`src/rtl/l2_ctrl_pkg.sv`:
```
// Shared types, default channel counts and the masked-reduction helper for the L2 row-loop controller.
package l2_ctrl_pkg;

   localparam int unsigned DEF_NUM_CH = 32;
   localparam int unsigned DEF_ROW_W  = 7;
   localparam int unsigned MAX_CH     = 256;
   localparam int unsigned STATE_W    = 3;

   typedef logic [STATE_W-1:0] l2_state_t;

   localparam l2_state_t ST_IDLE        = 3'd0;
   localparam l2_state_t ST_LOAD_IPSUM  = 3'd1;
   localparam l2_state_t ST_FLOW        = 3'd2;
   localparam l2_state_t ST_STORE_OPSUM = 3'd3;
   localparam l2_state_t ST_DRAIN       = 3'd4;
   localparam l2_state_t ST_ROW_NEXT    = 3'd5;
   localparam l2_state_t ST_DONE        = 3'd6;

   // Zero-extended mask bits become don't-care, so narrower groups reduce correctly.
   function automatic logic masked_all(input logic [MAX_CH-1:0] flag,
                                       input logic [MAX_CH-1:0] mask);
      return &(flag | ~mask);
   endfunction

endpackage

```
`src/rtl/l2_mask_reduce.sv`:
```
// Masked all-done / all-empty reduction for one FIFO group; disabled channels count as done and empty.
module l2_mask_reduce
   import l2_ctrl_pkg::*;
#(
   parameter int unsigned W = DEF_NUM_CH
) (
   input  logic [W-1:0] done_i,
   input  logic [W-1:0] empty_i,
   input  logic [W-1:0] mask_i,
   output logic         all_done_o,
   output logic         all_empty_o
);

   assign all_done_o  = masked_all(MAX_CH'(done_i),  MAX_CH'(mask_i));
   assign all_empty_o = masked_all(MAX_CH'(empty_i), MAX_CH'(mask_i));

endmodule

```
`src/rtl/l2_row_loop_ctrl.sv`:
```
// Row-loop controller for the normal convolution phase: preload, flow, store and drain per ofmap row.
// Optional stall counter enabled by defining L2_ROW_LOOP_PERF_EN.
module l2_row_loop_ctrl
   import l2_ctrl_pkg::*;
#(
   parameter int unsigned NUM_IFMAP = DEF_NUM_CH,
   parameter int unsigned NUM_IPSUM = DEF_NUM_CH,
   parameter int unsigned NUM_OPSUM = DEF_NUM_CH,
   parameter int unsigned ROW_W     = DEF_ROW_W
) (
   input  logic                 clk,
   input  logic                 rst_n,
   input  logic                 start_i,
   input  logic [ROW_W-1:0]     num_rows_i,
   input  logic                 skip_ipsum_i,
   input  logic [NUM_IFMAP-1:0] ifmap_en_i,
   input  logic [NUM_IPSUM-1:0] ipsum_en_i,
   input  logic [NUM_OPSUM-1:0] opsum_en_i,
   input  logic [NUM_IFMAP-1:0] ifmap_done_i,
   input  logic [NUM_IPSUM-1:0] ipsum_done_i,
   input  logic [NUM_OPSUM-1:0] opsum_done_i,
   input  logic [NUM_IFMAP-1:0] ifmap_empty_i,
   input  logic [NUM_IPSUM-1:0] ipsum_empty_i,
   input  logic [NUM_OPSUM-1:0] opsum_empty_i,
   output logic [NUM_IFMAP-1:0] ifmap_need_pop_o,
   output logic [NUM_IPSUM-1:0] ipsum_need_push_o,
   output logic [NUM_OPSUM-1:0] opsum_need_pop_o,
   output logic                 pe_stall_o,
   output logic                 busy_o,
   output logic [ROW_W-1:0]     row_idx_o,
   output logic                 row_done_o,
   output logic                 normal_done_o
`ifdef L2_ROW_LOOP_PERF_EN
   ,
   output logic [31:0]          stall_cnt_o
`endif
);

   l2_state_t              state_q,    state_d;
   logic [ROW_W-1:0]       row_idx_q,  row_idx_d;
   logic [ROW_W-1:0]       num_rows_q, num_rows_d;
   logic                   skip_q,     skip_d;
   logic [NUM_IFMAP-1:0]   ifmap_en_q, ifmap_en_d;
   logic [NUM_IPSUM-1:0]   ipsum_en_q, ipsum_en_d;
   logic [NUM_OPSUM-1:0]   opsum_en_q, opsum_en_d;

   logic ifmap_all_done, ifmap_all_empty;
   logic ipsum_all_done, ipsum_all_empty;
   logic opsum_all_done, opsum_all_empty;
   logic last_row;

`ifdef L2_ROW_LOOP_PERF_EN
   logic [31:0] stall_cnt_q, stall_cnt_d;
`endif

   l2_mask_reduce #(.W(NUM_IFMAP)) u_ifmap_red (
      .done_i      (ifmap_done_i),
      .empty_i     (ifmap_empty_i),
      .mask_i      (ifmap_en_q),
      .all_done_o  (ifmap_all_done),
      .all_empty_o (ifmap_all_empty)
   );

   l2_mask_reduce #(.W(NUM_IPSUM)) u_ipsum_red (
      .done_i      (ipsum_done_i),
      .empty_i     (ipsum_empty_i),
      .mask_i      (ipsum_en_q),
      .all_done_o  (ipsum_all_done),
      .all_empty_o (ipsum_all_empty)
   );

   l2_mask_reduce #(.W(NUM_OPSUM)) u_opsum_red (
      .done_i      (opsum_done_i),
      .empty_i     (opsum_empty_i),
      .mask_i      (opsum_en_q),
      .all_done_o  (opsum_all_done),
      .all_empty_o (opsum_all_empty)
   );

   assign last_row = (row_idx_q == (num_rows_q - ROW_W'(1)));

   // Next-state, config latch and combinational request outputs.
   always_comb begin
      state_d           = state_q;
      row_idx_d         = row_idx_q;
      num_rows_d        = num_rows_q;
      skip_d            = skip_q;
      ifmap_en_d        = ifmap_en_q;
      ipsum_en_d        = ipsum_en_q;
      opsum_en_d        = opsum_en_q;
      ifmap_need_pop_o  = '0;
      ipsum_need_push_o = '0;
      opsum_need_pop_o  = '0;
      pe_stall_o        = 1'b1;
      busy_o            = 1'b1;
      row_done_o        = 1'b0;
      normal_done_o     = 1'b0;

      case (state_q)
         ST_IDLE: begin
            busy_o = 1'b0;
            if (start_i) begin
               num_rows_d = num_rows_i;
               skip_d     = skip_ipsum_i;
               ifmap_en_d = ifmap_en_i;
               // Skipping ipsum is folded into the latched mask so every use sees it.
               ipsum_en_d = skip_ipsum_i ? '0 : ipsum_en_i;
               opsum_en_d = opsum_en_i;
               row_idx_d  = '0;
               if (num_rows_i == '0)
                  state_d = ST_DONE;
               else if (skip_ipsum_i)
                  state_d = ST_FLOW;
               else
                  state_d = ST_LOAD_IPSUM;
            end
         end
         ST_LOAD_IPSUM: begin
            ipsum_need_push_o = ipsum_en_q & ~ipsum_done_i;
            if (ipsum_all_done)
               state_d = ST_FLOW;
         end
         ST_FLOW: begin
            ifmap_need_pop_o  = ifmap_en_q & ~ifmap_done_i;
            ipsum_need_push_o = ipsum_en_q & ~ipsum_done_i;
            opsum_need_pop_o  = opsum_en_q & ~opsum_done_i;
            pe_stall_o        = (|ifmap_need_pop_o) | (|ipsum_need_push_o);
            if (ifmap_all_done && ipsum_all_done)
               state_d = ST_STORE_OPSUM;
         end
         ST_STORE_OPSUM: begin
            opsum_need_pop_o = opsum_en_q & ~opsum_done_i;
            if (opsum_all_done)
               state_d = ST_DRAIN;
         end
         ST_DRAIN: begin
            if (ifmap_all_empty && ipsum_all_empty && opsum_all_empty)
               state_d = ST_ROW_NEXT;
         end
         ST_ROW_NEXT: begin
            row_done_o = 1'b1;
            if (last_row) begin
               state_d = ST_DONE;
            end else begin
               row_idx_d = row_idx_q + ROW_W'(1);
               state_d   = skip_q ? ST_FLOW : ST_LOAD_IPSUM;
            end
         end
         ST_DONE: begin
            normal_done_o = 1'b1;
            state_d       = ST_IDLE;
         end
         default: state_d = ST_IDLE;
      endcase

`ifdef L2_ROW_LOOP_PERF_EN
      stall_cnt_d = stall_cnt_q;
      if (state_q == ST_IDLE && start_i)
         stall_cnt_d = '0;
      else if (state_q == ST_FLOW && pe_stall_o && stall_cnt_q != 32'hFFFF_FFFF)
         stall_cnt_d = stall_cnt_q + 32'd1;
`endif
   end

   always_ff @(posedge clk or negedge rst_n) begin
      if (!rst_n) begin
         state_q    <= ST_IDLE;
         row_idx_q  <= '0;
         num_rows_q <= '0;
         skip_q     <= 1'b0;
         ifmap_en_q <= '0;
         ipsum_en_q <= '0;
         opsum_en_q <= '0;
      end else begin
         state_q    <= state_d;
         row_idx_q  <= row_idx_d;
         num_rows_q <= num_rows_d;
         skip_q     <= skip_d;
         ifmap_en_q <= ifmap_en_d;
         ipsum_en_q <= ipsum_en_d;
         opsum_en_q <= opsum_en_d;
      end
   end

`ifdef L2_ROW_LOOP_PERF_EN
   always_ff @(posedge clk or negedge rst_n) begin
      if (!rst_n)
         stall_cnt_q <= '0;
      else
         stall_cnt_q <= stall_cnt_d;
   end

   assign stall_cnt_o = stall_cnt_q;
`endif

   assign row_idx_o = row_idx_q;

endmodule

```
`config.mk`:
```
export PLATFORM = sky130hd
export DESIGN_NAME = l2_row_loop_ctrl
export DESIGN_NICKNAME = d
export VERILOG_FILES = /design/src/rtl/l2_ctrl_pkg.sv /design/src/rtl/l2_mask_reduce.sv /design/src/rtl/l2_row_loop_ctrl.sv
export SDC_FILE = /design/constraint.sdc
export NUM_CORES = 1
export LEC_CHECK = 0
export ABC_AREA = 0
export CAP_MARGIN = 20
export CORE_ASPECT_RATIO = 0.75
export CORE_MARGIN = 8
export CORE_UTILIZATION = 35
export DETAILED_ROUTE_END_ITERATION = 8
export PLACE_DENSITY_LB_ADDON = 0.05
export SLEW_MARGIN = 30
export SYNTH_ARGS = -nofsm -noshare
export SYNTH_HDL_FRONTEND = slang
export SYNTH_HIERARCHICAL = 1
export SYNTH_SLANG_ARGS = --single-unit
```
`constraint.sdc`:
```
create_clock -name clk -period 6.5 [get_ports clk]
set_input_delay 1.95 -clock clk [delete_from_list [all_inputs] [get_ports clk]]
set_output_delay 1.95 -clock clk [all_outputs]
set_load 0.05 [all_outputs]
```
# After elaboration in Yosys (flattened, before gate mapping)
# Cells that the tools add are included.
op_classes:
  n_bitwise: 16
  reduce_logical: 19
  muxes: 21
  eq_ne: 13
  addsub: 2
ops:
  columns: ["operator", "n"]
  rows:
  - ["32-bit by 256-bit OR with 256-bit output", 6]
  - ["256-bit AND reduction", 6]
  - ["32-bit inverter with 256-bit output", 3]
  - ["32-bit 2-to-1 mux", 4]
  - ["32-bit bitwise AND", 3]
  - ["32-bit inverter", 3]
  - ["32-bit OR reduction", 2]
  - ["3-bit 2-to-1 mux", 7]
  - ["3-bit case mux with 6 select lines", 1]
  - ["7-bit 2-to-1 mux", 2]
  - ["7-bit case mux with 2 select lines", 1]
  - ["2-bit != test, second input constant", 6]
  - ["3-bit equality test, second input constant", 3]
  - ["7-bit by 1-bit adder with 7-bit output, second input constant", 1]
  - ["7-bit equality test", 1]
  - ["7-bit logical NOT", 1]
  - ["7-bit by 1-bit subtractor with 7-bit output, second input constant", 1]
  - ["3-bit by 2-bit equality test with 1-bit output, second input constant", 2]
  - ["5-bit AND reduction", 1]
  - ["1-bit 2-to-1 mux", 4]
  - ["2-bit 2-to-1 mux", 2]
  - ["2-bit OR reduction", 2]
  - ["3-bit by 1-bit equality test with 1-bit output, second input constant", 1]
  - ["1-bit logical AND", 3]
  - ["5 further kinds", 5]
word_totals:
  ff_bits: 114
  input_bits: 299

# Depth between registers and ports, before layout
# Gate-level depths: netlist (run 1).
logic_depth:
  depth_word: 7
  ltp_mapped: 10
  ltp_nobuf: 10

# Modules after synthesis
# Netlist (run 1), hierarchy kept.
modules_own_cells:
  columns: ["mod", "cells_per_inst", "area_per_inst_um2", "n_inst"]
  rows:
  - ["l2_row_loop_ctrl", 745, 5906.9, 1]
  - ["l2_mask_reduce", 74, 387.9, 3]

# Worst setup path after synthesis (run 1)
# Ideal clock, no wire load.
synth_path:
  path_type: "input -> output"
  from: "in ipsum_done_i[12]"
  to: "out pe_stall_o"
  slack_ps: 1151
  cell_stages: 5
  arrival_time_ps: 3399
  required_time_ps: 4550
  n_path_buf: 0
  path_cell_list: "nand2b_1 > nand4_1 > or4_1 > nor4_1 > nand4_1"
synth_between:
  elab_chain_cells: 5
synth_rtl:
  columns: ["item", "line_no", "text"]
  rows:
  - ["from (decl)", "l2_row_loop_ctrl.sv:20", "input logic [NUM_IPSUM-1:0] ipsum_done_i,"]
  - ["32-bit inverter", "l2_row_loop_ctrl.sv:125", "ipsum_need_push_o = ipsum_en_q & ~ipsum_done_i;"]
  - ["32-bit bitwise AND", "l2_row_loop_ctrl.sv:125", null]
  - ["32-bit OR reduction", "l2_row_loop_ctrl.sv:127", "pe_stall_o = (|ifmap_need_pop_o) | (|ipsum_need_push_o);"]
  - ["1-bit OR", "l2_row_loop_ctrl.sv:127", null]
  - ["1-bit 2-to-1 mux", "l2_row_loop_ctrl.sv:99", "case (state_q)"]
  - ["to (decl)", "l2_row_loop_ctrl.sv:28", "output logic pe_stall_o,"]
# Every way passes these cells.

# Worst setup path after layout (run 1)
layout_path:
  from: "in ipsum_done_i[13]"
  to: "out pe_stall_o"
# The elaborated chain is that of the path after synthesis.

==> results of run 1 <==
## worst max-delay path by stage
stage / from / slack [ns] / cells past startpoint / endpoint
6_report: ipsum_done_i[13] / 0.46 / 7 / pe_stall_o
4_1_cts: ipsum_done_i[13] / 0.53 / 7 / pe_stall_o
3_5_place_dp: ipsum_done_i[13] / 0.53 / 7 / pe_stall_o
5_1_grt: ipsum_done_i[13] / 0.44 / 7 / pe_stall_o
2_1_floorplan: ipsum_done_i[12] / 1.15 / 5 / pe_stall_o
3_3_place_gp: ipsum_done_i[13] / 0.53 / 7 / pe_stall_o
## flip-flops by register name (all words and copies together), names as in the netlist
name	count
row_idx_o	7
skip_q	1
ipsum_en_q	32
num_rows_q	7
ifmap_en_q	32
state_q	3
opsum_en_q	32
## through the flow
step | power, uW | setup slack [ns] | instances
after global placement | 3720 | 0.533 | 1593
final | 4590 | 0.457 | 1626
after CTS | 4600 | 0.529 | 1625
after detailed placement | 3740 | 0.533 | 1593
after global routing | 4900 | 0.438 | 1626
after floorplan | 2810 | 1.15 | 967
## layer usage
layer  track usage [%]  up-vias
met1              33.6     3839
met2              44.7      331
met5                 0        -
li1                  -     4029
met3              7.77       58
met4              9.55        8
## power by group
group,switching (uW),internal (uW),leakage (uW)
combinational,1520,900,0.00335
sequential,318,1020,0.00145
clock,357,487,0.000248
## cell families after synthesis
| family | after synthesis | share of synthesized area, % |
|---|---|---|
| AND/OR/NAND/NOR | 510 | 34.2 |
| adder cells (fa/ha/maj) | 2 | 0.354 |
| buffers and inverters | 160 | 8.62 |
| AO/OA/AOI/OAI | 168 | 14.6 |
| XOR/XNOR | 8 | 1.19 |
| flip-flops | 114 | 40.3 |
| multiplexers | 5 | 0.726 |
## cell type report
type | instances | area share (%)
multi-input combinational | 693 | 30.5
clock buffer | 17 | 3.58
tap | 258 | 2.72
inverter | 116 | 3.67
antenna | 1 | 0.0211
sequential | 114 | 24.0
clock inverter | 15 | 0.949
timing repair buffer | 412 | 34.6
## critical path: cells and delay by family
family | cells | cell delay, ns
simple gates | 5 | 1.38
buf+inv | 2 | 0.76
## cells in the mapped netlist (2+ instances only)
cell / count
nand2_1: 278
inv_1: 116
dfrtp_1: 114
o22ai_1: 99
nor2_1: 56
nand2b_1: 54
o21ai_0: 44
clkbuf_1: 42
nor3b_1: 39
nor4_1: 28
nand4_1: 16
nor3_1: 16
and4_1: 6
a21oi_1: 5
mux2i_1: 4
xnor2_1: 4
a221oi_1: 3
and3b_1: 3
nor2b_1: 3
o211ai_1: 3
xor2_1: 3
ha_1: 2
o2111ai_1: 2
o21bai_1: 2
o31ai_1: 2
or3_1: 2
or4_1: 2
## cells in the final DEF (no fill, tap or decap), drive strengths merged, types with 3 or more instances in the layout
cell,n
inv,117
xor2,3
nand4,16
dfrtp,114
a21oi,5
nor2,56
nor3,16
a221oi,4
nand2,278
clkinv,8
and4,6
buf,9
o21ai,46
clkinvlp,6
o211ai,3
clkbuf,17
and3b,3
nor2b,3
mux2i,4
nand2b,54
nor3b,39
o22ai,99
nor4,28
xnor2,4
clkdlybuf4s50,403
==> qor.txt, run 1 <==
Final Core Density: 59.2%
Actual slew at the worst max-slew pin: 0.955 ns
Root Buffer: clkbuf_16
Synth area leaders: dfrtp_1 (40%), nand2_1 (15%), o22ai_1 (8.8%), inv_1 (6.2%), nand2b_1 (4.8%)
DIE AREA: 25100 sq um
Crit path launch type: input pin
Maximum VDD drop: 0.191 mV
Max stage delay on crit path: 0.58 ns
CTS tree: done
Post-synthesis to final-layout area growth: 67.9%
Initial core utilization: 35.3%
Cell Area, Synth: 7070 sq um
Hold Startpoint: opsum_en_q[7]
Register area: 2850 sq um
Async set-or-reset flop fraction in the synthesized netlist: 100%
Peak Freq: 165 MHz
Clk buf depth: 2
Setup TNS: 0 ns
GRT Residual Overflow: 0
Synth warnings: 6
Number of I/O port buffers: 405
Hold Path Class: reg2reg
Worst-Skew Late Latency: 0.41 ns
Clock slew at reported path FFs: 0.05 ns
IO Count: 406
Worst clock skew: 0.00577 ns
Core region area: 20000 sq um
Final Cycle Share: 93.0%
Post-CTS setup buffer count: 0
Slew margin rel.: 36.0%
Flops & latches, synth: 114
Met1 Wirelength: 14800 um
Crit. End Element: output pin
Synth Instances: 967
Hold Path End: opsum_en_q[7]
Power density over the cells: 387 nW/um^2
Average cell area after synthesis: 7.31 sq um
Pre-Repair DR Iteration Count: 5
Fin area: 11900 sq um
Post-synth EDFFs: 0
Top FF cell, synth: dfrtp_1
Cell taking the most area after synthesis: dfrtp_1
WL per Instance: 21.3 um
Total wire length: 34600 um
CTS Buf Count: 17
Status: finished clean
Hold slack: 0.498 ns
Chip height: 139 um
Routed Antenna Nets: 0
Area after DPL: 11300 sq um
FILL cells: 1836
Vias in the first global route: 8488
Post-synthesis sequential area ratio: 40.3%
First-pass GRT wire length: 52200 um
Setup violators final: 0
Layout net count: 1655
Worst hold stages: 2
Hold Fails Final Rpt: 0
PostCTS Resize Cnt: 0
Fin crit period: 6.04 ns
R2R Setup Slk: 3.47 ns
Footprint of the multi-input gates: 3620 sq um
# DRC: 0
RSZ-0062 raised after global routing: false
CP most frequent cell: nand4_1
Max-Cap Viols: 0
CTS Hold Bufs: 0
Slowest-stage cell, CP: or4_1
Critical Path AT: 4.09 ns
CTS sink cnt: 114
1st-iter DRT viols: 573
Yosys cell types: 46
H-tree levels: 4
P_leak: 0.00505 uW
CP max FO: 2
Met2 Wirelength: 16300 um
WS Path Type: in2out
Crit-path cells: clkdlybuf4s50_1, nand2b_1, nand4_1, or4_1, nor4_1, nand4_1, buf_4
Via/cell ratio: 5.08
Share of the synthesized area in the top cell type: 40.3%
Reg2Reg Capture Point: state_q[0]
Via count: 8265
Post-detail-place hpwl: 28700 um
Initial antenna violation count: 5
Critical path required time: 4.55 ns
Tot GR Track Use: 27.1%
Final GP Congestion: 0.972
Met3 wire length: 2490 um
Count of pins over their slew limit: 0
Layout cell share with drive strength beyond 1: 3.51%
Row cnt: 45
R2R depth: 8
Syn_nets: 1268
Die Wd: 180 um
Largest net degree at the start of global routing: 86
Top Layer Used: met5
FF-to-FF Start: num_rows_q[0]
Note: power is estimated with default switching activity, not from simulation.
==> inputs of run 2 (changes only) <==
Settings changed: CORE_AREA from default to 8 8 152 154, CORE_ASPECT_RATIO 0.75 to default, CORE_MARGIN 8 to default, CORE_UTILIZATION 35 to default, DIE_AREA from default to 0 0 160 162.
==> run 2 against run 1 <==
  * Core utilization decreased by 1.6 points
  * Routed wire length up 3.0%
  * Sequential share of layout area decreased by 0.11 points
  * Combinational power is essentially flat
  * Die area up 3.5%
  * Clock skew rose by 0.0013 ns
  * Total power up 0.97%
  * Highest routed layer unchanged
==> qor.txt, run 2 (same netlist as run 1, synthesis figures left out) <==
Number of I/O port buffers: 405 (unchanged)
CTS sink cnt: 114 (unchanged)
Setup violators final: 0 (unchanged)
Clock slew at reported path FFs: 0.05 ns (about the same)
Pre-Repair DR Iteration Count: 5 (unchanged)
Layout net count: 1653 (-0.12%)
Routed Antenna Nets: 0 (unchanged)
Worst clock skew: 0.00707 ns (+0.00130 ns)
IO Count: 406 (unchanged)
Chip height: 162 um (+16%)
Post-synthesis to final-layout area growth: 68.7%
Biggest registers after layout: ifmap_en_q: 32 flops, ipsum_en_q: 32 flops, opsum_en_q: 32 flops
Total wire length: 35700 um (+3.0%)
PostCTS Resize Cnt: 0 (unchanged)
Worst-Skew Late Latency: 0.41 ns (about the same)
Tot GR Track Use: 26.7% (-0.44 points)
Comb power frac: 51.6% (-1.0 points)
Via count: 8378 (+1.4%)
Max stage delay on crit path: 0.52 ns (-0.06 ns)
Power Total: 4640 uW (+0.97%)
Clock power frac: 19.2% (+0.8 points)
Row cnt: 53 (+18%)
Switching pwr: 2150 uW (-1.6%)
Sw Share: 46.4% (-1.2 points)
Actual slew at the worst max-slew pin: 0.928 ns (-0.0269 ns)
Crit path launch type: input pin
Status: finished clean
Crit path buf inv count: 2 (unchanged)
Hold Fails Final Rpt: 0 (unchanged)
CTS Hold Bufs: 0 (unchanged)
Slew margin rel.: 38.1% (+2.2 points)
Leading cell type in the layout, fill and taps excluded: clkdlybuf4s50_1
Max-Cap Viols: 0 (unchanged)
Core region area: 20700 sq um (+3.2%)
Initial antenna violation count: 9 (+4)
FF-to-FF Start: num_rows_q[0]
H-tree levels: 4 (unchanged)
Initial core utilization: 34.2% (-1.1 points)
Slowest-stage cell, CP: or4_1
Maximum VDD drop: 0.244 mV (+28%)
Clk buf depth: 2 (unchanged)
Die Wd: 160 um (-11%)
Count of pins over their slew limit: 0 (unchanged)
WS Path Type: in2out
CP max FO: 2 (unchanged)
CP most frequent cell: nand4_1
Via/cell ratio: 5.10 (+0.26%)
Critical path required time: 4.55 ns (about the same)
First-pass GRT wire length: 52500 um (+0.62%)
Vias in the first global route: 8387 (-1.2%)
Hold Path End: opsum_en_q[30]
Peak Freq: 173 MHz (+4.3%)
WL per Instance: 21.7 um (+1.9%)
P_leak: 0.00506 uW (+0.14%)
Post-CTS setup buffer count: 0 (unchanged)
Root Buffer: clkbuf_16
Power density over the cells: 389 nW/um^2 (+0.51%)
DIE AREA: 25900 sq um (+3.5%)
Largest net degree at the start of global routing: 96 (+12%)
Largest delay share family, worst path: simple AND/OR/NAND/NOR gates
# DRC: 0 (unchanged)
CP Depth: 7 (unchanged)
R2R depth: 8 (unchanged)
R2R Setup Slk: 3.52 ns (+0.05 ns)
Sequential power share: 29.1% (about the same)
Fin crit period: 5.79 ns (-0.250 ns)
Layout cell share with drive strength beyond 1: 3.08% (-0.43 points)
Post-detail-place hpwl: 29400 um (+2.5%)
Crit-path cells: clkdlybuf4s50_1, nand2b_1, nand4_1, or4_1, nor4_1, nand4_1, buf_4
Most frequent cells in the layout: clkdlybuf4s50_1 (403), nand2_1 (277), inv_1 (115), dfrtp_1 (114), o22ai_1 (99)
Worst hold stages: 2 (unchanged)
Pint: 2480 uW (+3.3%)
1st-iter DRT viols: 568 (-0.87%)
CTS tree: done
Hold Startpoint: opsum_en_q[30]
GRT Residual Overflow: 0 (unchanged)
Final Cycle Share: 89.1% (-3.8 points)
Final GP Congestion: 0.936 (-3.6%)
Reg2Reg Capture Point: state_q[0]
Hold Path Class: reg2reg
RSZ-0062 raised after global routing: false
Setup TNS: 0 ns (unchanged)
Critical Path AT: 3.84 ns (-0.25 ns)
CTS Buf Count: 17 (unchanged)
Crit. End Element: output pin
## run 2: changes by cell type in the layout (fill, tap and decap cells not counted), moves of 2 or more
cell / delta
diode_2: +5
buf_4: -3
clkbuf_1: +3
clkinvlp_4: -3
bufinv_16: +2
clkinv_4: -2
inv_6: -2
## run 2: cell type report
| class | count | area, sq um |
|---|---|---|
| fill | 2007 | 8760 |
| sequential | 114 | 2850 |
| clock inverter | 9 | 110 |
| inverter | 116 | 435 |
| timing repair buffer | 410 | 4090 |
| tap | 275 | 344 |
| antenna | 6 | 15.0 |
| clock buffer | 21 | 450 |
| multi-input combinational | 693 | 3630 |
## run 2: stage by stage
| stage | utilization [%] | cells | hold WS, ns | area, sq um | setup slack [ns] |
|---|---|---|---|---|---|
| 2_1_floorplan | - | 967 | 0.460 | 7070 | 1.15 |
| 3_3_place_gp | 54.8 | 1608 | 0.478 | 11300 | 0.686 |
| 3_5_place_dp | 54.8 | 1608 | 0.486 | 11300 | 0.690 |
| 4_1_cts | 57.5 | 1638 | 0.499 | 11900 | 0.694 |
| 5_1_grt | 57.6 | 1644 | 0.523 | 11900 | 0.594 |
| 6_report | 57.6 | 1644 | 0.498 | 11900 | 0.707 |
## run 2: power groups by stage
stage,combinational (uW),clock [uW],sequential [uW]
after CTS,2400,912,1350
after detailed placement,2390,0,1360
after global routing,2610,943,1390
after global placement,2380,0,1350
after floorplan,1590,0,1210
final,2400,891,1350
## run 2: worst max path at each step
stage / endpoint / from
floorplan: pe_stall_o / ipsum_done_i[12]
global placement: pe_stall_o / ipsum_done_i[12]
detailed placement: pe_stall_o / ipsum_done_i[13]
CTS: pe_stall_o / ipsum_done_i[13]
global route: pe_stall_o / ifmap_done_i[29]
finish: pe_stall_o / ipsum_done_i[13]
## run 2: worst reg2reg max path: cells and delay by family, from the launching register on
family,cells,cell delay [ns]
simple gates,3,0.68
compound gates,3,1.44
fa+ha+maj,1,0.27
flops,1,0.40
buf+inv,1,0.07
## run 2: layer usage
metal	vias to the layer above	part of all wire (%)	wire length, um	track usage [%]
met1	3912	40	14200	31.5
met3	57	8.6	3080	7.87
met4	6	2.6	944	9.81
li1	4033	-	-	-
met2	370	49	17400	45.2
met5	-	0.10	37	0
